`src/rtl/mult32x32_pkg.sv`:
```
// rtl/mult32x32_pkg.sv - shared widths, timeout constant and scheduler state type
package mult32x32_pkg;

    localparam int DATA_W       = 32;
    localparam int PROD_W       = 64;
    localparam int BUSY_TIMEOUT = 2;

    typedef enum logic [1:0] {
        IDLE,
        LAUNCH,
        WAIT_BUSY,
        WAIT_DONE
    } sched_state_t;

endpackage

```
`src/rtl/mult32x32_sched_if.sv`:
```
// rtl/mult32x32_sched_if.sv - operand, multiplier and result signal bundle
interface mult32x32_sched_if #(
    parameter int TAG_W = 4
) ();

    logic                                in_valid;
    logic                                in_ready;
    logic [mult32x32_pkg::DATA_W-1:0]    in_a;
    logic [mult32x32_pkg::DATA_W-1:0]    in_b;
    logic [TAG_W-1:0]                    in_tag;

    logic                                mult_start;
    logic [mult32x32_pkg::DATA_W-1:0]    mult_a;
    logic [mult32x32_pkg::DATA_W-1:0]    mult_b;
    logic                                mult_busy;
    logic [mult32x32_pkg::PROD_W-1:0]    mult_product;

    logic                                out_valid;
    logic                                out_ready;
    logic [mult32x32_pkg::PROD_W-1:0]    out_product;
    logic [TAG_W-1:0]                    out_tag;

    logic                                err;

    modport master (
        output in_valid, in_a, in_b, in_tag,
        input  in_ready,
        input  mult_start, mult_a, mult_b,
        output mult_busy, mult_product,
        input  out_valid, out_product, out_tag,
        output out_ready,
        input  err
    );

    modport slave (
        input  in_valid, in_a, in_b, in_tag,
        output in_ready,
        output mult_start, mult_a, mult_b,
        input  mult_busy, mult_product,
        output out_valid, out_product, out_tag,
        input  out_ready,
        output err
    );

endinterface

```
`src/rtl/mult32x32_opfifo.sv`:
```
// rtl/mult32x32_opfifo.sv - power-of-two operand FIFO with guarded push/pop
module mult32x32_opfifo
    import mult32x32_pkg::*;
#(
    parameter int DEPTH = 2,
    parameter int WIDTH = 2 * DATA_W + 4
) (
    input  logic             clk,
    input  logic             reset,
    input  logic             push,
    input  logic [WIDTH-1:0] push_data,
    input  logic             pop,
    output logic [WIDTH-1:0] pop_data,
    output logic             full,
    output logic             empty
);

    localparam int         AW      = $clog2(DEPTH);
    localparam logic [AW:0] PTR_ONE = 1;

    // Extra MSB on each pointer separates full from empty when the indices meet.
    logic [AW:0]      wr_ptr;
    logic [AW:0]      rd_ptr;
    logic [WIDTH-1:0] mem [DEPTH];
    logic             do_push;
    logic             do_pop;

    assign full     = (wr_ptr[AW] != rd_ptr[AW]) && (wr_ptr[AW-1:0] == rd_ptr[AW-1:0]);
    assign empty    = (wr_ptr == rd_ptr);
    assign do_push  = push && !full;
    assign do_pop   = pop && !empty;
    assign pop_data = mem[rd_ptr[AW-1:0]];

    // Pointer update; a push into a full FIFO is simply dropped.
    always_ff @(posedge clk or posedge reset) begin
        if (reset) begin
            wr_ptr <= '0;
            rd_ptr <= '0;
        end else begin
            if (do_push) wr_ptr <= wr_ptr + PTR_ONE;
            if (do_pop)  rd_ptr <= rd_ptr + PTR_ONE;
        end
    end

    // Storage write; contents need no reset since empty masks them.
    always_ff @(posedge clk) begin
        if (do_push) mem[wr_ptr[AW-1:0]] <= push_data;
    end

endmodule

```
`src/rtl/mult32x32_sched.sv`:
```
// rtl/mult32x32_sched.sv - schedules queued operand pairs onto a shared multiplier
module mult32x32_sched
    import mult32x32_pkg::*;
#(
    parameter int TAG_W = 4,
    parameter int DEPTH = 2
) (
    input logic              clk,
    input logic              reset,
    mult32x32_sched_if.slave bus
);

    localparam int         ENTRY_W      = 2 * DATA_W + TAG_W;
    localparam logic [1:0] TIMEOUT_LAST = 2'(BUSY_TIMEOUT - 1);

    sched_state_t        state;
    sched_state_t        state_nxt;
    logic                load;
    logic                capture;
    logic                timeout;
    logic                fifo_full;
    logic                fifo_empty;
    logic [ENTRY_W-1:0]  head;
    logic [DATA_W-1:0]   op_a;
    logic [DATA_W-1:0]   op_b;
    logic [TAG_W-1:0]    op_tag;
    logic [1:0]          idle_cnt;
    logic                out_valid_r;
    logic [PROD_W-1:0]   out_product_r;
    logic [TAG_W-1:0]    out_tag_r;
    logic                err_r;

    mult32x32_opfifo #(
        .DEPTH (DEPTH),
        .WIDTH (ENTRY_W)
    ) u_opfifo (
        .clk       (clk),
        .reset     (reset),
        .push      (bus.in_valid),
        .push_data ({bus.in_tag, bus.in_b, bus.in_a}),
        .pop       (load),
        .pop_data  (head),
        .full      (fifo_full),
        .empty     (fifo_empty)
    );

    assign bus.in_ready    = !fifo_full;
    assign bus.mult_start  = (state == LAUNCH);
    assign bus.mult_a      = op_a;
    assign bus.mult_b      = op_b;
    assign bus.out_valid   = out_valid_r;
    assign bus.out_product = out_product_r;
    assign bus.out_tag     = out_tag_r;
    assign bus.err         = err_r;

    // State register.
    always_ff @(posedge clk or posedge reset) begin
        if (reset) state <= IDLE;
        else       state <= state_nxt;
    end

    // Next state plus load/capture/timeout strobes; a launch waits until the result slot is free.
    always_comb begin
        state_nxt = state;
        load      = 1'b0;
        capture   = 1'b0;
        timeout   = 1'b0;
        case (state)
            IDLE: begin
                if (!fifo_empty && (!out_valid_r || bus.out_ready)) begin
                    load      = 1'b1;
                    state_nxt = LAUNCH;
                end
            end
            LAUNCH: begin
                state_nxt = WAIT_BUSY;
            end
            WAIT_BUSY: begin
                if (bus.mult_busy) begin
                    state_nxt = WAIT_DONE;
                end else if (idle_cnt == TIMEOUT_LAST) begin
                    timeout   = 1'b1;
                    state_nxt = IDLE;
                end
            end
            WAIT_DONE: begin
                if (!bus.mult_busy) begin
                    capture   = 1'b1;
                    state_nxt = IDLE;
                end
            end
            default: state_nxt = IDLE;
        endcase
    end

    // Counts idle cycles seen while waiting for the multiplier to go busy.
    always_ff @(posedge clk or posedge reset) begin
        if (reset)                   idle_cnt <= '0;
        else if (state != WAIT_BUSY) idle_cnt <= '0;
        else if (!bus.mult_busy)     idle_cnt <= idle_cnt + 2'd1;
    end

    // Operand registers, only reloaded when a new pair is taken from the FIFO.
    always_ff @(posedge clk or posedge reset) begin
        if (reset) begin
            op_a   <= '0;
            op_b   <= '0;
            op_tag <= '0;
        end else if (load) begin
            op_a   <= head[DATA_W-1:0];
            op_b   <= head[2*DATA_W-1:DATA_W];
            op_tag <= head[ENTRY_W-1:2*DATA_W];
        end
    end

    // Result register; a capture wins over a same-cycle consume.
    always_ff @(posedge clk or posedge reset) begin
        if (reset) begin
            out_valid_r   <= 1'b0;
            out_product_r <= '0;
            out_tag_r     <= '0;
        end else if (capture) begin
            out_valid_r   <= 1'b1;
            out_product_r <= bus.mult_product;
            out_tag_r     <= op_tag;
        end else if (out_valid_r && bus.out_ready) begin
            out_valid_r   <= 1'b0;
        end
    end

    // Sticky error: multiplier never acknowledged a start.
    always_ff @(posedge clk or posedge reset) begin
        if (reset)        err_r <= 1'b0;
        else if (timeout) err_r <= 1'b1;
    end

endmodule

```
`src/flat_wrapper.sv`:
```
// flat-port wrapper written by rule: the top's interface ports become plain ports
module mult32x32_sched_flat import mult32x32_pkg::*;
#(
    parameter int TAG_W = 4,
    parameter int DEPTH = 2
)
  (clk, reset, bus_in_valid, bus_in_a, bus_in_b, bus_in_tag, bus_in_ready, bus_mult_start, bus_mult_a, bus_mult_b, bus_mult_busy, bus_mult_product, bus_out_valid, bus_out_product, bus_out_tag, bus_out_ready, bus_err);
  mult32x32_sched_if #(.TAG_W(TAG_W)) bus_i ();
  input logic clk;
  input logic reset;
  input wire logic [$bits(bus_i.in_valid)-1:0] bus_in_valid;
  input wire logic [$bits(bus_i.in_a)-1:0] bus_in_a;
  input wire logic [$bits(bus_i.in_b)-1:0] bus_in_b;
  input wire logic [$bits(bus_i.in_tag)-1:0] bus_in_tag;
  output wire logic [$bits(bus_i.in_ready)-1:0] bus_in_ready;
  output wire logic [$bits(bus_i.mult_start)-1:0] bus_mult_start;
  output wire logic [$bits(bus_i.mult_a)-1:0] bus_mult_a;
  output wire logic [$bits(bus_i.mult_b)-1:0] bus_mult_b;
  input wire logic [$bits(bus_i.mult_busy)-1:0] bus_mult_busy;
  input wire logic [$bits(bus_i.mult_product)-1:0] bus_mult_product;
  output wire logic [$bits(bus_i.out_valid)-1:0] bus_out_valid;
  output wire logic [$bits(bus_i.out_product)-1:0] bus_out_product;
  output wire logic [$bits(bus_i.out_tag)-1:0] bus_out_tag;
  input wire logic [$bits(bus_i.out_ready)-1:0] bus_out_ready;
  output wire logic [$bits(bus_i.err)-1:0] bus_err;
  assign bus_i.in_valid = bus_in_valid;
  assign bus_i.in_a = bus_in_a;
  assign bus_i.in_b = bus_in_b;
  assign bus_i.in_tag = bus_in_tag;
  assign bus_in_ready = bus_i.in_ready;
  assign bus_mult_start = bus_i.mult_start;
  assign bus_mult_a = bus_i.mult_a;
  assign bus_mult_b = bus_i.mult_b;
  assign bus_i.mult_busy = bus_mult_busy;
  assign bus_i.mult_product = bus_mult_product;
  assign bus_out_valid = bus_i.out_valid;
  assign bus_out_product = bus_i.out_product;
  assign bus_out_tag = bus_i.out_tag;
  assign bus_i.out_ready = bus_out_ready;
  assign bus_err = bus_i.err;
  mult32x32_sched #(.TAG_W(TAG_W), .DEPTH(DEPTH)) u_core (.clk(clk), .reset(reset), .bus(bus_i));
endmodule
```
`config.mk`:
```
export PLATFORM = sky130hd
export DESIGN_NAME = mult32x32_sched_flat
export DESIGN_NICKNAME = d
export VERILOG_FILES = /design/src/rtl/mult32x32_pkg.sv /design/src/rtl/mult32x32_sched_if.sv /design/src/rtl/mult32x32_opfifo.sv /design/src/rtl/mult32x32_sched.sv /design/src/flat_wrapper.sv
export SDC_FILE = /design/constraint.sdc
export NUM_CORES = 1
export LEC_CHECK = 0
export BUFFER_PORTS_ARGS = -buffer_cell sky130_fd_sc_hd__buf_2
export CAP_MARGIN = 30
export CORE_ASPECT_RATIO = 1.2
export CORE_MARGIN = 5
export CORE_UTILIZATION = 25
export CTS_CLUSTER_DIAMETER = 200
export CTS_CLUSTER_SIZE = 30
export DETAILED_ROUTE_END_ITERATION = 16
export GPL_TIMING_DRIVEN = 0
export HOLD_SLACK_MARGIN = 0.1
export PLACE_DENSITY = 0.47
export SYNTH_ARGS = -nofsm -noshare
export SYNTH_HDL_FRONTEND = slang
export SYNTH_SLANG_ARGS = --single-unit
```
`constraint.sdc`:
```
create_clock -name clk -period 5.3 [get_ports clk]
set_input_delay 0.265 -clock clk [delete_from_list [all_inputs] [get_ports clk]]
set_output_delay 0.265 -clock clk [all_outputs]
set_load 0.03 [all_outputs]
```
Word level (Yosys, flattened, before mapping):

Memory sizes are Yosys's and may differ from the RTL's. A register that Yosys moved wholly into a read port is not among the register bits.
Index checks and enable logic that the tools add are counted.

* $mul: 0
* bitwise logic cells: 0
* div/mod/pow operators: 0
* add/sub/neg operators: 3
* reduce and logical (&&, ||, !) cells: 12
* shifts and indexed selects: 0
* order comparisons: 0
* equal/unequal tests: 12
* multiplexer cells: 18

Operators by type and width (count)
* 2-bit 2-to-1 mux: 6
* 1-bit 2-to-1 mux: 11
* 2-bit one-hot mux with 4 select lines: 1
* 2-bit by 1-bit adder with 2-bit output, second input constant: 3
* 1-bit logical AND: 5
* 2-bit by 1-bit equality test with 1-bit output, second input constant: 2
* 2-bit equality test, second input constant: 2
* 2-bit by 1-bit != test with 1-bit output, second input constant: 2
* 2-bit != test, second input constant: 2
* 1-bit zero test: 3
* 3-bit by 2-bit != test with 1-bit output, second input constant: 1
* 3-bit AND reduction: 1
* 2-bit equality test: 1
* 2-bit zero test: 1
* 2-bit nonzero test: 1
* 1-bit equality test: 1
* 1-bit logical OR: 1
* 1-bit != test: 1

* word-level logic and storage cells: 54
* register bits after elaboration: 78
* ROM bits: 0
* bits in latches: 0
* memories kept: 1
* output and inout bits: 136
* bits in writable memories: 136
* input port bits: 137

Memory list
* u_core.u_opfifo.mem: words 2, width 68, read ports 1, clocked after Yosys merged registers in 1, wr ports 1, line mult32x32_opfifo.sv:24 `logic [WIDTH-1:0] mem [DEPTH];`

Logic depth before layout (Yosys ltp):

* depth in word-level cells: 6
* depth in mapped cells: 5
* mapped depth without buffers: 5

Modules after synthesis:

From an unflattened synthesis, not the netlist that was laid out.

* cells, all modules: 554
* area total of the unflattened synthesis: 10736.5 um^2

By module, submodules not included
* mult32x32_sched: sequential area each 3553.4 um^2, times used 1, cells an instance 316, area an instance 5585.4 um^2
* mult32x32_opfifo: sequential area each 4184.0 um^2, times used 1, cells an instance 238, area an instance 5151.2 um^2

Least setup slack after synthesis:

No wires, ideal clock.

* path type: register to register
* start: register u_core.u_opfifo.rd_ptr[0]
* end: memory u_core.u_opfifo.mem[0][0] (netlist bit), enable pin
* clock period less this slack: 4.491 ns
* required time: 4.805 ns
* stages on the path, launching flop included: 6
* path buffers: 2
* setup time: 0.495 ns
* arrival time: 3.997 ns
* setup slack: 0.809 ns
* cells stage by stage: dfrtp_1 -> buf_4 -> clkbuf_1 -> xor2_1 -> o21ai_0 -> nor2_1

* cells in the longest elaborated chain, start to end: 6

Ends and longest elaborated chain
* from (decl): line mult32x32_opfifo.sv:23 `logic [AW:0] rd_ptr;`
* from (signal assigned): line mult32x32_opfifo.sv:41 `if (do_pop) rd_ptr <= rd_ptr + PTR_ONE;`
* 1-bit equality test: line mult32x32_opfifo.sv:28 `assign full = (wr_ptr[AW] != rd_ptr[AW]) && (wr_ptr[AW-1:0] == rd_ptr[AW-1:0]);`
* 1-bit logical AND: line mult32x32_opfifo.sv:28
* 1-bit zero test: line mult32x32_opfifo.sv:30 `assign do_push = push && !full;`
* 1-bit logical AND: line mult32x32_opfifo.sv:30
* 1-bit 2-to-1 mux: line mult32x32_opfifo.sv:47 `if (do_push) mem[wr_ptr[AW-1:0]] <= push_data;`
* 1-bit 2-to-1 mux (not written as such): line mult32x32_opfifo.sv:47
* to (decl): line mult32x32_opfifo.sv:24

Every way passes these cells.

Final worst setup path:

* start: register u_core.u_opfifo.rd_ptr[0]
* end: memory u_core.u_opfifo.mem[0][27] (netlist bit), enable pin

The elaborated chain is that of the path after synthesis.

==> reports/metrics.yaml <==
worst_pin_slew_ns: 0.8298
postCtsHoldBufs: 135
hold_class: "in2reg"
drive_above_1_share: 0.4519
slew_headroom: 0.4468
clkTransAtPathRegs_ns: 0.12
cts.sinks: 282
synth_area_sq_mm: 0.01042
rows: 82
start_util: 0.2509
yosysSeqAreaShare: 0.7422
n_fill_cell: 4117
crit_fanout: 18
max_cap_viol_count: 0
final_cells: 1524
synth-seq-cells: 282
grt_pass1_wl_microns: 38860
period_minus_slack_ns: 2.970
cts_tree: "yes"
critical_path.endpoint_type: "register"
cp.required_ns: 5.52
clk_latency_ns: 0.51
htreeDepth: 1
grt_start_max_net_pins: 112
root_buffer: "clkbuf_16"
synth_nets: 683
chipWidth_microns: 196.4
avgSynthCellArea_sq_um: 19.13
hold_depth: 3
hold_viol_final: 0
max_freq_mhz: 336.7
critPathKind: "reg2reg"
wirelength_microns: 25500
dr_total_vias: 6082
ioPinCount: 273
gr-total-overflow: 0
p_per_area_mw_per_mm2: 604.6
grtUsageTotal: 0.1076
dieHeight_microns: 233.7
synth_cells: 545
critPathArrivalTime_ns: 3.19
layout.nets: 1111
pre_cts_slack_ns: 2.224
diodes: 0
drt-initial-drc-count: 137
routed_via_density: 3.991
setup_ws_ns: 2.330
synth_ff_type: "dfrtp_1"
ctsLongestPathBuffers: 3
synth_cell_types: 25
synth-async-reset-ratio: 0.5177
run_status: "complete, no violations"
drt_first_pass_iters: 4
rsz0062_at_grt: "no"
min_period_over_period: 0.5604
cp.depth: 7
fin_util: 0.3454
antenna_found_initial: 0
path_buf_inv: 4
core_area_sq_mm: 0.04155
timing.hold.ws_ns: 0.1616
cpPeakStageDelay_ns: 0.64
slowest_stage: "nor2_4"
final_common_cell: "buf_2"
startpoint_type: "register"
cp_cell_sequence: "buf_4 > clkbuf_1 > xor2_1 > o21ai_0 > nor2_4 > buf_12 > buf_16"
synth_edf_count: 136
ant_nets: 0
wire_per_inst_microns: 16.73
r2r_cells: 7
p_leak_nw: 5.900
drc: 0
ys_warn_count: 0
critical-path-top-delay-family: "buffers and inverters"
fin_worst_skew_ns: 0.02833
die_area_sq_mm: 0.04590
ir_worst_vdd_mv: 0.3401
post_cts_buffers: 0
dp.cells: 1369
place_hpwl_microns: 17390
grt_pass1_vias: 6623
slew_viol_final: 0
layout_common_cells: "buf_2 (273), dfrtp_1 (146), mux2_2 (136), edfxtp_1 (136), dlygate4sd3_1 (135)"
numCtsBuffers: 13
port_buffers: 272
ctsResizeCount: 0
setup_violations: 0
place.gp.congestion: 0.7059
area_delta_synth_final_pct: 37.66
-- through the flow --
stage | total power, mW | instance area (sq um) | TNS, ns
floorplan | 6.257 | 10430 | 0
global placement | 7.506 | 12470 | -396.58
detailed placement | 7.601 | 12630 | 0
CTS | 8.904 | 14350 | 0
global route | 9.241 | 14350 | 0
finish | 8.676 | 14350 | 0
-- per-layer routing --
| metal | vias up | GRT usage | part of all wire |
|---|---|---|---|
| met1 | 3059 | 0.1308 | 0.40 |
| met4 | 0 | 0.03034 | 0.022 |
| li1 | 2850 | - | - |
| met2 | 145 | 0.1935 | 0.52 |
| met3 | 28 | 0.02193 | 0.059 |
| met5 | - | 0 | 0 |
-- cell families after synthesis --
| group | after synthesis | share of synthesized area |
|---|---|---|
| AOI/OAI and AO/OA | 9 | 0.007801 |
| xor gates and xnor gates | 8 | 0.006720 |
| adders and majority gates | 1 | 0.001200 |
| buffers and inverters | 29 | 0.01632 |
| DFF | 282 | 0.7422 |
| muxes | 204 | 0.2204 |
| and+or+nand+nor | 12 | 0.005400 |
-- worst paths after layout --
path | from | to | slack [ns]
worst max-delay path | u_core.u_opfifo.rd_ptr[0] | u_core.u_opfifo.mem[0][27] | 2.33
worst min-delay path | bus_in_valid | u_core.u_opfifo.wr_ptr[1] | 0.16
worst max register to register | u_core.u_opfifo.rd_ptr[0] | u_core.u_opfifo.mem[0][27] | 2.33
worst min register to register | u_core.bus.mult_b[29] | u_core.bus.mult_b[29] | 0.49
max in group asynchronous | reset | u_core.bus.mult_a[7] | 4.15
min in group asynchronous | reset | u_core.bus.mult_a[30] | 0.25
-- where the power goes --
group	leakage, nW	switching, mW	internal, mW
Sequential	2.99	0.312	3.25
Clock	0.177	0.702	0.476
Combinational	2.73	2.41	1.52
Total	5.90	3.42	5.25
-- state kept, by name, summed over array words and instances (netlist names) --
signal and flops:
u_core.bus.err 1, u_core.bus.mult_a 32, u_core.bus.mult_b 32, u_core.bus.out_product 64, u_core.bus.out_tag 4, u_core.bus.out_valid 1
u_core.idle_cnt 2, u_core.op_tag 4, u_core.state 2, u_core.u_opfifo.mem 136, u_core.u_opfifo.rd_ptr 2, u_core.u_opfifo.wr_ptr 2
-- synthesized netlist by cell type, types with 2 or more instances --
cell type,n,area [sq um]
buf_1,5,18.77
buf_4,2,15.01
buf_6,7,78.83
clkbuf_1,9,33.78
dfrtp_1,146,3654
edfxtp_1,136,4084
inv_1,5,18.77
mux2_1,68,765.7
mux2_2,136,1531
nand2b_1,3,18.77
nor2_1,6,22.52
o21ai_0,3,15.01
xnor2_1,4,35.03
xor2_1,4,35.03
-- cell type report --
class | instances | area, sq um | share of cell area
multi-input cells | 234 | 2525 | 0.1759
well taps | 546 | 683.2 | 0.04760
repair buffers | 413 | 2858 | 0.1991
inverters | 5 | 28.78 | 0.002005
flip-flops and latches | 282 | 7737 | 0.5391
clock inverters | 1 | 20.02 | 0.001395
clock buffers | 19 | 347.8 | 0.02424
plain buffers | 24 | 151.4 | 0.01055
-- worst reg2reg max path, stage by stage, from the launching register on --
cell and delay [ns]:
dfrtp_1 0.34, buf_4 0.21, clkbuf_1 0.57, xor2_1 0.24
o21ai_0 0.20, nor2_4 0.64, buf_12 0.27, buf_16 0.20
Power figures use the tool's default switching activity.
